[src/rtl/qam64_symbol_packer.sv]
// qam64_symbol_packer: repacks FIFO bytes MSB-first into 6-bit 64-QAM
// symbols and maps each 3-bit axis index to a signed amplitude level.
module qam64_symbol_packer #(
  parameter bit GRAY_MAP = 1'b1
) (
  input  logic       clk,
  input  logic       rst_n,
  input  logic       fifo_empty,
  input  logic [7:0] read_data,
  output logic       read_enable,
  input  logic       sym_ready,
  output logic       sym_valid,
  output logic [5:0] sym_data,
  output logic [3:0] i_level,
  output logic [3:0] q_level,
  output logic [3:0] bit_count,
  output logic       idle
);

  logic [13:0] acc_q, acc_d;
  logic [3:0]  cnt_q, cnt_d;
  logic        inflight_q, inflight_d;
  logic        vld_q, vld_d;
  logic [5:0]  sym_q, sym_d;
  logic [3:0]  i_q, i_d;
  logic [3:0]  q_q, q_d;

  logic        ext;
  logic [13:0] acc_sh;
  logic [3:0]  cnt_sh;

  // 3-bit axis index to odd level 2*b-7; Gray input decoded to binary first
  function automatic logic [3:0] lvl(input logic [2:0] idx);
    logic [2:0] b;
    if (GRAY_MAP) begin
      b[2] = idx[2];
      b[1] = idx[2] ^ idx[1];
      b[0] = b[1] ^ idx[0];
    end else begin
      b = idx;
    end
    return {~b[2], b[1], b[0], 1'b1};
  endfunction

  // Read only while the accumulator can take a full byte
  assign read_enable = rst_n && !fifo_empty &&
                       (cnt_q < 4'd6) && !inflight_q;

  // Extract, then append the returning byte below the remaining bits
  always_comb begin
    ext        = (cnt_q >= 4'd6) && (!vld_q || sym_ready);
    acc_sh     = ext ? {acc_q[7:0], 6'b0} : acc_q;
    cnt_sh     = ext ? (cnt_q - 4'd6) : cnt_q;
    acc_d      = acc_sh;
    cnt_d      = cnt_sh;
    inflight_d = read_enable;
    vld_d      = vld_q;
    sym_d      = sym_q;
    i_d        = i_q;
    q_d        = q_q;
    if (inflight_q) begin
      acc_d = acc_sh | ({read_data, 6'b0} >> cnt_sh);
      cnt_d = cnt_sh + 4'd8;
    end
    if (ext) begin
      vld_d = 1'b1;
      sym_d = acc_q[13:8];
      i_d   = lvl(acc_q[13:11]);
      q_d   = lvl(acc_q[10:8]);
    end else if (sym_ready) begin
      vld_d = 1'b0;
    end
  end

  // State registers; reset drops all buffered bits and pending symbol
  always_ff @(posedge clk or negedge rst_n) begin
    if (!rst_n) begin
      acc_q      <= '0;
      cnt_q      <= '0;
      inflight_q <= 1'b0;
      vld_q      <= 1'b0;
      sym_q      <= '0;
      i_q        <= '0;
      q_q        <= '0;
    end else begin
      acc_q      <= acc_d;
      cnt_q      <= cnt_d;
      inflight_q <= inflight_d;
      vld_q      <= vld_d;
      sym_q      <= sym_d;
      i_q        <= i_d;
      q_q        <= q_d;
    end
  end

  assign sym_valid = vld_q;
  assign sym_data  = sym_q;
  assign i_level   = i_q;
  assign q_level   = q_q;
  assign bit_count = cnt_q;
  assign idle      = (cnt_q < 4'd6) && !inflight_q && !vld_q;

endmodule

[config.mk]
export PLATFORM = sky130hd
export DESIGN_NAME = qam64_symbol_packer
export DESIGN_NICKNAME = d
export VERILOG_FILES = /design/src/rtl/qam64_symbol_packer.sv
export SDC_FILE = /design/constraint.sdc
export NUM_CORES = 1
export LEC_CHECK = 0
export ABC_AREA = 1
export CORE_ASPECT_RATIO = 1.4
export CORE_MARGIN = 1.5
export CORE_UTILIZATION = 25
export CTS_BUF_LIST = sky130_fd_sc_hd__clkbuf_16
export DETAILED_ROUTE_END_ITERATION = 7
export SLEW_MARGIN = 20
export SYNTH_ARGS = -nofsm -noshare
export SYNTH_HDL_FRONTEND = slang
export SYNTH_SLANG_ARGS = --single-unit
[constraint.sdc]
create_clock -name clk -period 1.9 [get_ports clk]
set_clock_uncertainty 0.05 [all_clocks]
set_input_delay 0.285 -clock clk [delete_from_list [all_inputs] [get_ports clk]]
set_output_delay 0.285 -clock clk [all_outputs]
set_load 0.02 [all_outputs]
# Word-level counts from Yosys, hierarchy flattened
# Index checks and enable logic that the tools add are counted.
[word_totals]
inputBits = 12
output_inout_bits = 21
register_bits = 34
elab_cells = 38
[classes]
muxes = 8
order_cmp = 2
bitwise_logic = 7
n_reduce_logical = 11
addsub = 2
n_shift = 1
[op_table]
columns = ["operator", "n"]
rows = [
  ["$mux W14", 2],
  ["$or A14 B14 Y14", 1],
  ["$shr A14 B4 Y14", 1],
  ["$mux W4", 2],
  ["$logic_and A1 B1 Y1", 6],
  ["$mux W3", 2],
  ["$add A4 B4 Y4 const B", 1],
  ["$ge A4 B3 Y1 const B", 1],
  ["$lt A4 B3 Y1 const B", 1],
  ["$sub A4 B3 Y4 const B", 1],
  ["$xor A1 B1 Y1", 4],
  ["$logic_not A1 Y1", 3],
  ["$mux W1", 2],
  ["$not A1 Y1", 2],
  ["$reduce_bool A2 Y1", 1],
  ["$logic_or A1 B1 Y1", 1],
]

# Logic depth before layout (Yosys ltp)
# Gate-level depths: netlist of run 1.
[depth]
ltp_word = 7
mapped_depth = 14
depth_no_buf = 13

# Worst setup path before layout of run 1
# Ideal clock, no wire load.
[synth_path]
kind = "register to register"
start = "register cnt_q[1] (netlist: bit_count[1])"
end = "register acc_q[2]"
setup_slack_ps = -51
path_buffers = 1
synth_period_minus_slack_ps = 1951
arrival_time_ps = 1785
setup_ps = 117
required_time_ps = 1733
path_stages_with_launch = 14
cell_sequence = "dfrtp_1 -> ha_1 -> ha_1 -> inv_1 -> nand3_2 -> nand2_4 -> inv_4 -> o21ai_2 -> buf_4 -> nor2_4 -> nand2_1 -> nand2_1 -> nand2_1 -> nand2_1"
[synth_via]
elab_chain_len = 6
elab_cells_between_ends = 8
cone_classes = "1 x add/sub; 1 x order compare; 1 x shift; 3 x mux; 1 x bitwise; 1 x reduce/logical"
[synth_rtl]
columns = ["item", "line_no", "source"]
rows = [
  ["start, declared", "21", "logic [3:0] cnt_q, cnt_d;"],
  ["start signal, assigned", "87", "cnt_q <= cnt_d;"],
  ["$ge A4 B3 Y1", "51", "ext = (cnt_q >= 4'd6) && (!vld_q || sym_ready);"],
  ["$logic_and A1 B1 Y1", "51", ""],
  ["$mux W4", "53", "cnt_sh = ext ? (cnt_q - 4'd6) : cnt_q;"],
  ["$shr A14 B4 Y14", "62", "acc_d = acc_sh | ({read_data, 6'b0} >> cnt_sh);"],
  ["$or A14 B14 Y14", "62", ""],
  ["$mux W14 (*)", "61", "if (inflight_q) begin"],
  ["named net acc_d[2]", "20", "logic [13:0] acc_q, acc_d;"],
  ["end signal, assigned", "78", "acc_q <= '0;"],
  ["end signal, assigned", "86", "acc_q <= acc_d;"],
  ["end, declared", "20", ""],
]
# The timed path passes the listed nets; every way through them passes the cells marked *.
# A chain may end at the register's enable or synchronous reset.

# Worst setup path after layout of run 1
# Ends and elaborated chain as after synthesis.

==> results of run 1 <==
[cell type report]
type / instances / area, µm² / share of cell area
clock buffer: 5 / 125 / 0.0514
tap: 72 / 90.1 / 0.0370
inverter: 12 / 52.6 / 0.0216
multi-input combinational: 157 / 847 / 0.348
timing repair buffer: 53 / 478 / 0.196
sequential: 32 / 803 / 0.330
clock inverter: 3 / 38.8 / 0.0159
[cells by family after synthesis]
kind of cell	after synthesis	synth area share
compound gates	23	0.0863
xor+xnor	2	0.0107
flops	32	0.489
simple gates	128	0.332
mux	1	0.00611
fa+ha+maj	2	0.0153
buf+inv	20	0.0588
other cells	1	0.00229
[cell usage after synthesis (all sizes together)]
library cell,instances,area (µm²)
o22ai,1,6.26
mux2i,1,10.0
ha,2,25.0
a21oi,5,25.0
conb,1,3.75
or2,1,6.26
xor2,2,17.5
inv,12,47.6
clkbuf,1,3.75
nand2,95,369
a21o,1,7.51
o211ai,3,22.5
buf,7,45.0
o21ai,13,80.1
nor2,8,40.0
nand3,23,120
dfrtp,32,801
nor3b,1,7.51
[what timing repair did]
action                     in CTS  in global routing
pin swaps                       5                 15
setup buffers                   1                  0
hold endpoints to repair        0                  0
gates cloned                    0                  0
setup endpoints to repair      15                 16
resized for setup              16                 19
[where the power goes]
part	switching (mW)	internal [mW]
sequential	0.146	0.934
clock	0.275	0.610
combinational	1.70	1.27
[worst reg2reg max path, cell delays in order, from the launching register on]
cell and delay, ps:
dfrtp_2 420, ha_4 170, ha_4 160, inv_4 50, nand3_4 90, nand2_8 130, inv_6 50, o21ai_4 210
buf_12 160, nor2_4 40, nand2_1 60, nand2_1 50, nand2_1 60, nand2_1 50
[worst min path at each step]
stage	to	from	slack, ps	cells past startpoint
final	q_level[1]	q_level[1]	420	1
after global routing	acc_q[3]	acc_q[3]	450	2
after CTS	q_level[1]	q_level[1]	430	1
after detailed placement	q_level[1]	q_level[1]	420	1
after global placement	q_level[1]	q_level[1]	410	1
after floorplan	acc_q[0]	rst_n	-60	0
[metal layers]
layer / share of wire / vias to the layer above / track usage
met3: 0.035 / 7 / 0.0256
met1: 0.47 / 663 / 0.157
li1: - / 772 / -
met5: 0 / - / 0
met2: 0.47 / 27 / 0.182
met4: 0.021 / 0 / 0.0566
[placed cells by master (no fill, tap or decap), drive strengths merged, types with 2 or more instances in the layout]
cell,count
clkdlybuf4s50,29
dfrtp,32
xor2,2
o21ai,13
nand2,95
buf,23
clkbuf,6
nor2,8
nand3,23
o211ai,3
ha,2
inv,13
a21oi,5
[sequential cells by signal, summed over array words and instances (netlist names)]
name,count
acc_q,14
q_level,3
inflight_q,1
i_level,4
bit_count,3
sym_valid,1
sym_data,6
[through the flow]
step	setup TNS [ps]	total power [mW]
6_report	0	4.94
5_1_grt	-366	5.35
4_1_cts	0	4.80
3_3_place_gp	-568	3.74
2_1_floorplan	0	2.77
3_5_place_dp	-830	3.79
==> metrics.yaml, run 1 <==
outcome:
  status: "complete, no violations"
global_route:
  grt.overflow.total: 0
  grt_pass1_vias: 1448
  grt_pass1_wl_um: 6620
  antenna_found_initial: 0
  grt_max_degree: 33
  grt.total_usage: 0.118
detailed_routing:
  via_count: 1469
  ant_nets: 0
  viasPerCell: 4.40
  drt-total-wl_um: 3780
  drt-initial-drc-count: 81
  first_pass_iters: 4
  routedWlPerCell_um: 11.3
  drc: 0
yosys:
  ys_types: 30
  synth_cells: 209
  ys_seq_elements: 32
  netlist_area_mm2: 0.00164
  yosys_warnings: 0
  synthesis.nets: 223
  syn-mean-instance-area_um2: 7.84
  seq_area_frac_synth: 0.489
cts:
  cts_root_buf: "clkbuf_16"
  cts_buffer_depth: 2
  cts_buffers: 5
  clkLatencyLatePin_ps: 270
  cts_max_level: 2
  cts_tree: "yes"
  cts_hold_buf: 0
  cts_sinks: 32
  path_clk_slew_ps: 50
placed_design:
  post-place-ws_ps: -127
  dpl.hpwl_um: 2750
  numPortBuffers: 31
  dp_cells: 325
  gp_congestion: 0.835
  place_area_mm2: 0.00216
timing:
  hold_viol: 0
  post-route-period-util: 0.978
  setup_viol: 0
  final_max_slew_viol_count: 0
  fin_crit_ps: 1860
  whs_ps: 424
  rsz0062_at_grt: "true"
  fmax_mhz: 538
  setup_ws_ps: 42.2
worst_setup_path:
  cp_num_cells: 13
  arrival_ps: 1970
  cp-start-kind: "register"
  path_buf_inv: 3
  crit_end: "acc_q[2]"
  worstPathCellList: "ha_4 -> ha_4 -> inv_4 -> nand3_4 -> nand2_8 -> inv_6 -> o21ai_4 -> buf_12 -> nor2_4 -> nand2_1 -> nand2_1 -> nand2_1 -> nand2_1"
  path_delay_family: "simple AND/OR/NAND/NOR gates"
  path_common_cell: "nand2_1"
  critical_path_class: "reg -> reg"
  slowest_stage: "dfrtp_2"
  timing.rr.start: "bit_count[1]"
  cp_max_fo: 8
  reg2reg_slack_ps: 40
  required_ps: 2010
  slowest_delay_ps: 420
  r2r-end: "acc_q[2]"
  startpoint: "bit_count[1]"
  reg2regPathDepth: 13
  endpoint_kind: "register"
pwr:
  max-vdd-ir-drop_v: 0.00100
  power.leakage_nw: 1.19
  power_density_mw_per_mm2: 2030
die:
  die-width_um: 71.4
  die-area_mm2: 0.00705
  die_h_um: 98.8
  io_pins: 33
  rows: 34
  core_area_mm2: 0.00625
  initial_core_util: 0.262
finish:
  diodes: 0
  fin_area_mm2: 0.00243
  fin_cells: 334
  layout.nets: 275
  nFillCells: 630
  layout-drive-gt1-share: 0.221
  syn_to_final_growth_pct: 48.7
  fin_util: 0.389
job:
  cap_violations: 0
worst_hold_path:
  hold_class: "reg -> reg"
No activity file was read; power rests on OpenSTA's default activity.
==> run 2: changes to the inputs <==
Settings changed: PLACE_DENSITY set to 0.45.
==> metrics.yaml, run 2 (synthesis gave the netlist of run 1 again) <==
outcome:
  status: "complete, no violations"
finish:
  nFillCells: 664
  layout.nets: 281
  final_common_cell: "nand2_1"
  fin_util: 0.397
  layout-drive-gt1-share: 0.250
  syn_to_final_growth_pct: 51.7
  diodes: 0
  regMostFlops: "acc_q"
  largest_reg_flops: 14
  final_cell_mix: "nand2_1 (87), dfrtp_1 (30), clkdlybuf4s50_1 (29)"
worst_setup_path:
  slowest_delay_ps: 400
  critical_path_class: "reg -> out"
  path_buf_inv: 2
  required_ps: 1560
  reg2reg_slack_ps: 80
  cp_max_fo: 5
  worstPathCellList: "buf_4 -> nand2_2 -> nand3_1 -> nor3b_2 -> clkdlybuf4s15_2"
  endpoint_kind: "output pin"
  path_delay_family: "buffers and inverters"
  reg2regPathDepth: 13
  slowest_stage: "dfrtp_2"
  arrival_ps: 1520
  startpoint: "bit_count[1]"
  cp_num_cells: 5
  cp-start-kind: "register"
  timing.rr.start: "bit_count[2]"
  r2r-end: "acc_q[1]"
global_route:
  grt.overflow.total: 0
  grt_max_degree: 33
  antenna_found_initial: 0
  grt_pass1_vias: 1519
  grt_pass1_wl_um: 7130
  grt.total_usage: 0.128
cts:
  cts_tree: "yes"
  cts_buffer_depth: 2
  cts_buffers: 5
  cts_sinks: 32
  cts_max_level: 2
  cts_root_buf: "clkbuf_16"
  clkLatencyLatePin_ps: 270
  path_clk_slew_ps: 50
  cts_hold_buf: 0
placed_design:
  post-place-ws_ps: -110
  dpl.hpwl_um: 2970
  numPortBuffers: 31
  gp_congestion: 0.828
timing:
  fin_crit_ps: 1850
  rsz0062_at_grt: "true"
  setup_ws_ps: 48.4
  hold_viol: 0
  setup_viol: 0
  fin_setup_tns_ps: 0
  final_max_slew_viol_count: 0
  fmax_mhz: 540
  post-route-period-util: 0.975
worst_hold_path:
  hold_class: "in -> async"
detailed_routing:
  via_count: 1529
  drt-initial-drc-count: 78
  first_pass_iters: 4
  viasPerCell: 4.50
  drt-total-wl_um: 4160
  routedWlPerCell_um: 12.2
  drc: 0
  ant_nets: 0
die:
  die-width_um: 71.4
  die-area_mm2: 0.00705
  core_area_mm2: 0.00625
  rows: 34
  io_pins: 33
  die_h_um: 98.8
  initial_core_util: 0.262
pwr:
  power_mw: 5.12
  power_density_mw_per_mm2: 2060
  max-vdd-ir-drop_v: 0.00118
  power.leakage_nw: 1.22
job:
  cap_violations: 0
==> run 2: report_power, final <==
group | internal, mW | total [mW] | switching, mW
clock | 0.609 | 0.892 | 0.283
sequential | 0.933 | 1.07 | 0.136
combinational | 1.38 | 3.16 | 1.78
total | 2.92 | 5.12 | 2.20
==> run 2: cell type report <==
type	instances	area, µm²	share of cell area
inverters	12	47.5	0.0191
clock inverters	3	37.5	0.0151
well taps	72	90.1	0.0363
clock buffers	5	125	0.0504
repair buffers	59	536	0.216
flip-flops and latches	32	803	0.323
multi-input cells	157	846	0.340
==> run 2: timing repair <==
item / 4_1_cts / 5_1_grt
endpoints found under the setup margin: 10 / 17
gates resized for setup: 14 / 26
setup buffers: 3 / 1
pin swaps: 3 / 8
==> run 2: per-layer routing <==
layer  vias to the layer above  global-route usage  wire [µm]
li1                        784                   -          -
met1                       701               0.157       1850
met2                        33               0.212       2060
met3                        11              0.0235        108
met4                         0              0.0682        144
met5                         -                   0          0
==> run 2: worst max-delay path by stage <==
stage             endpoint  slack [ps]
6_report       read_enable          50
5_1_grt           acc_q[1]         -50
4_1_cts           acc_q[2]           8
3_5_place_dp      acc_q[3]        -110
3_3_place_gp      acc_q[2]        -100
2_1_floorplan     acc_q[4]           6
==> run 2: metrics by stage <==
stage	hold slack [ps]	instance area, µm²	instances
after floorplan	-60.6	1640	209
after global placement	411	2170	328
final	402	2480	340
after CTS	419	2380	339
after detailed placement	415	2170	328
after global routing	453	2480	340
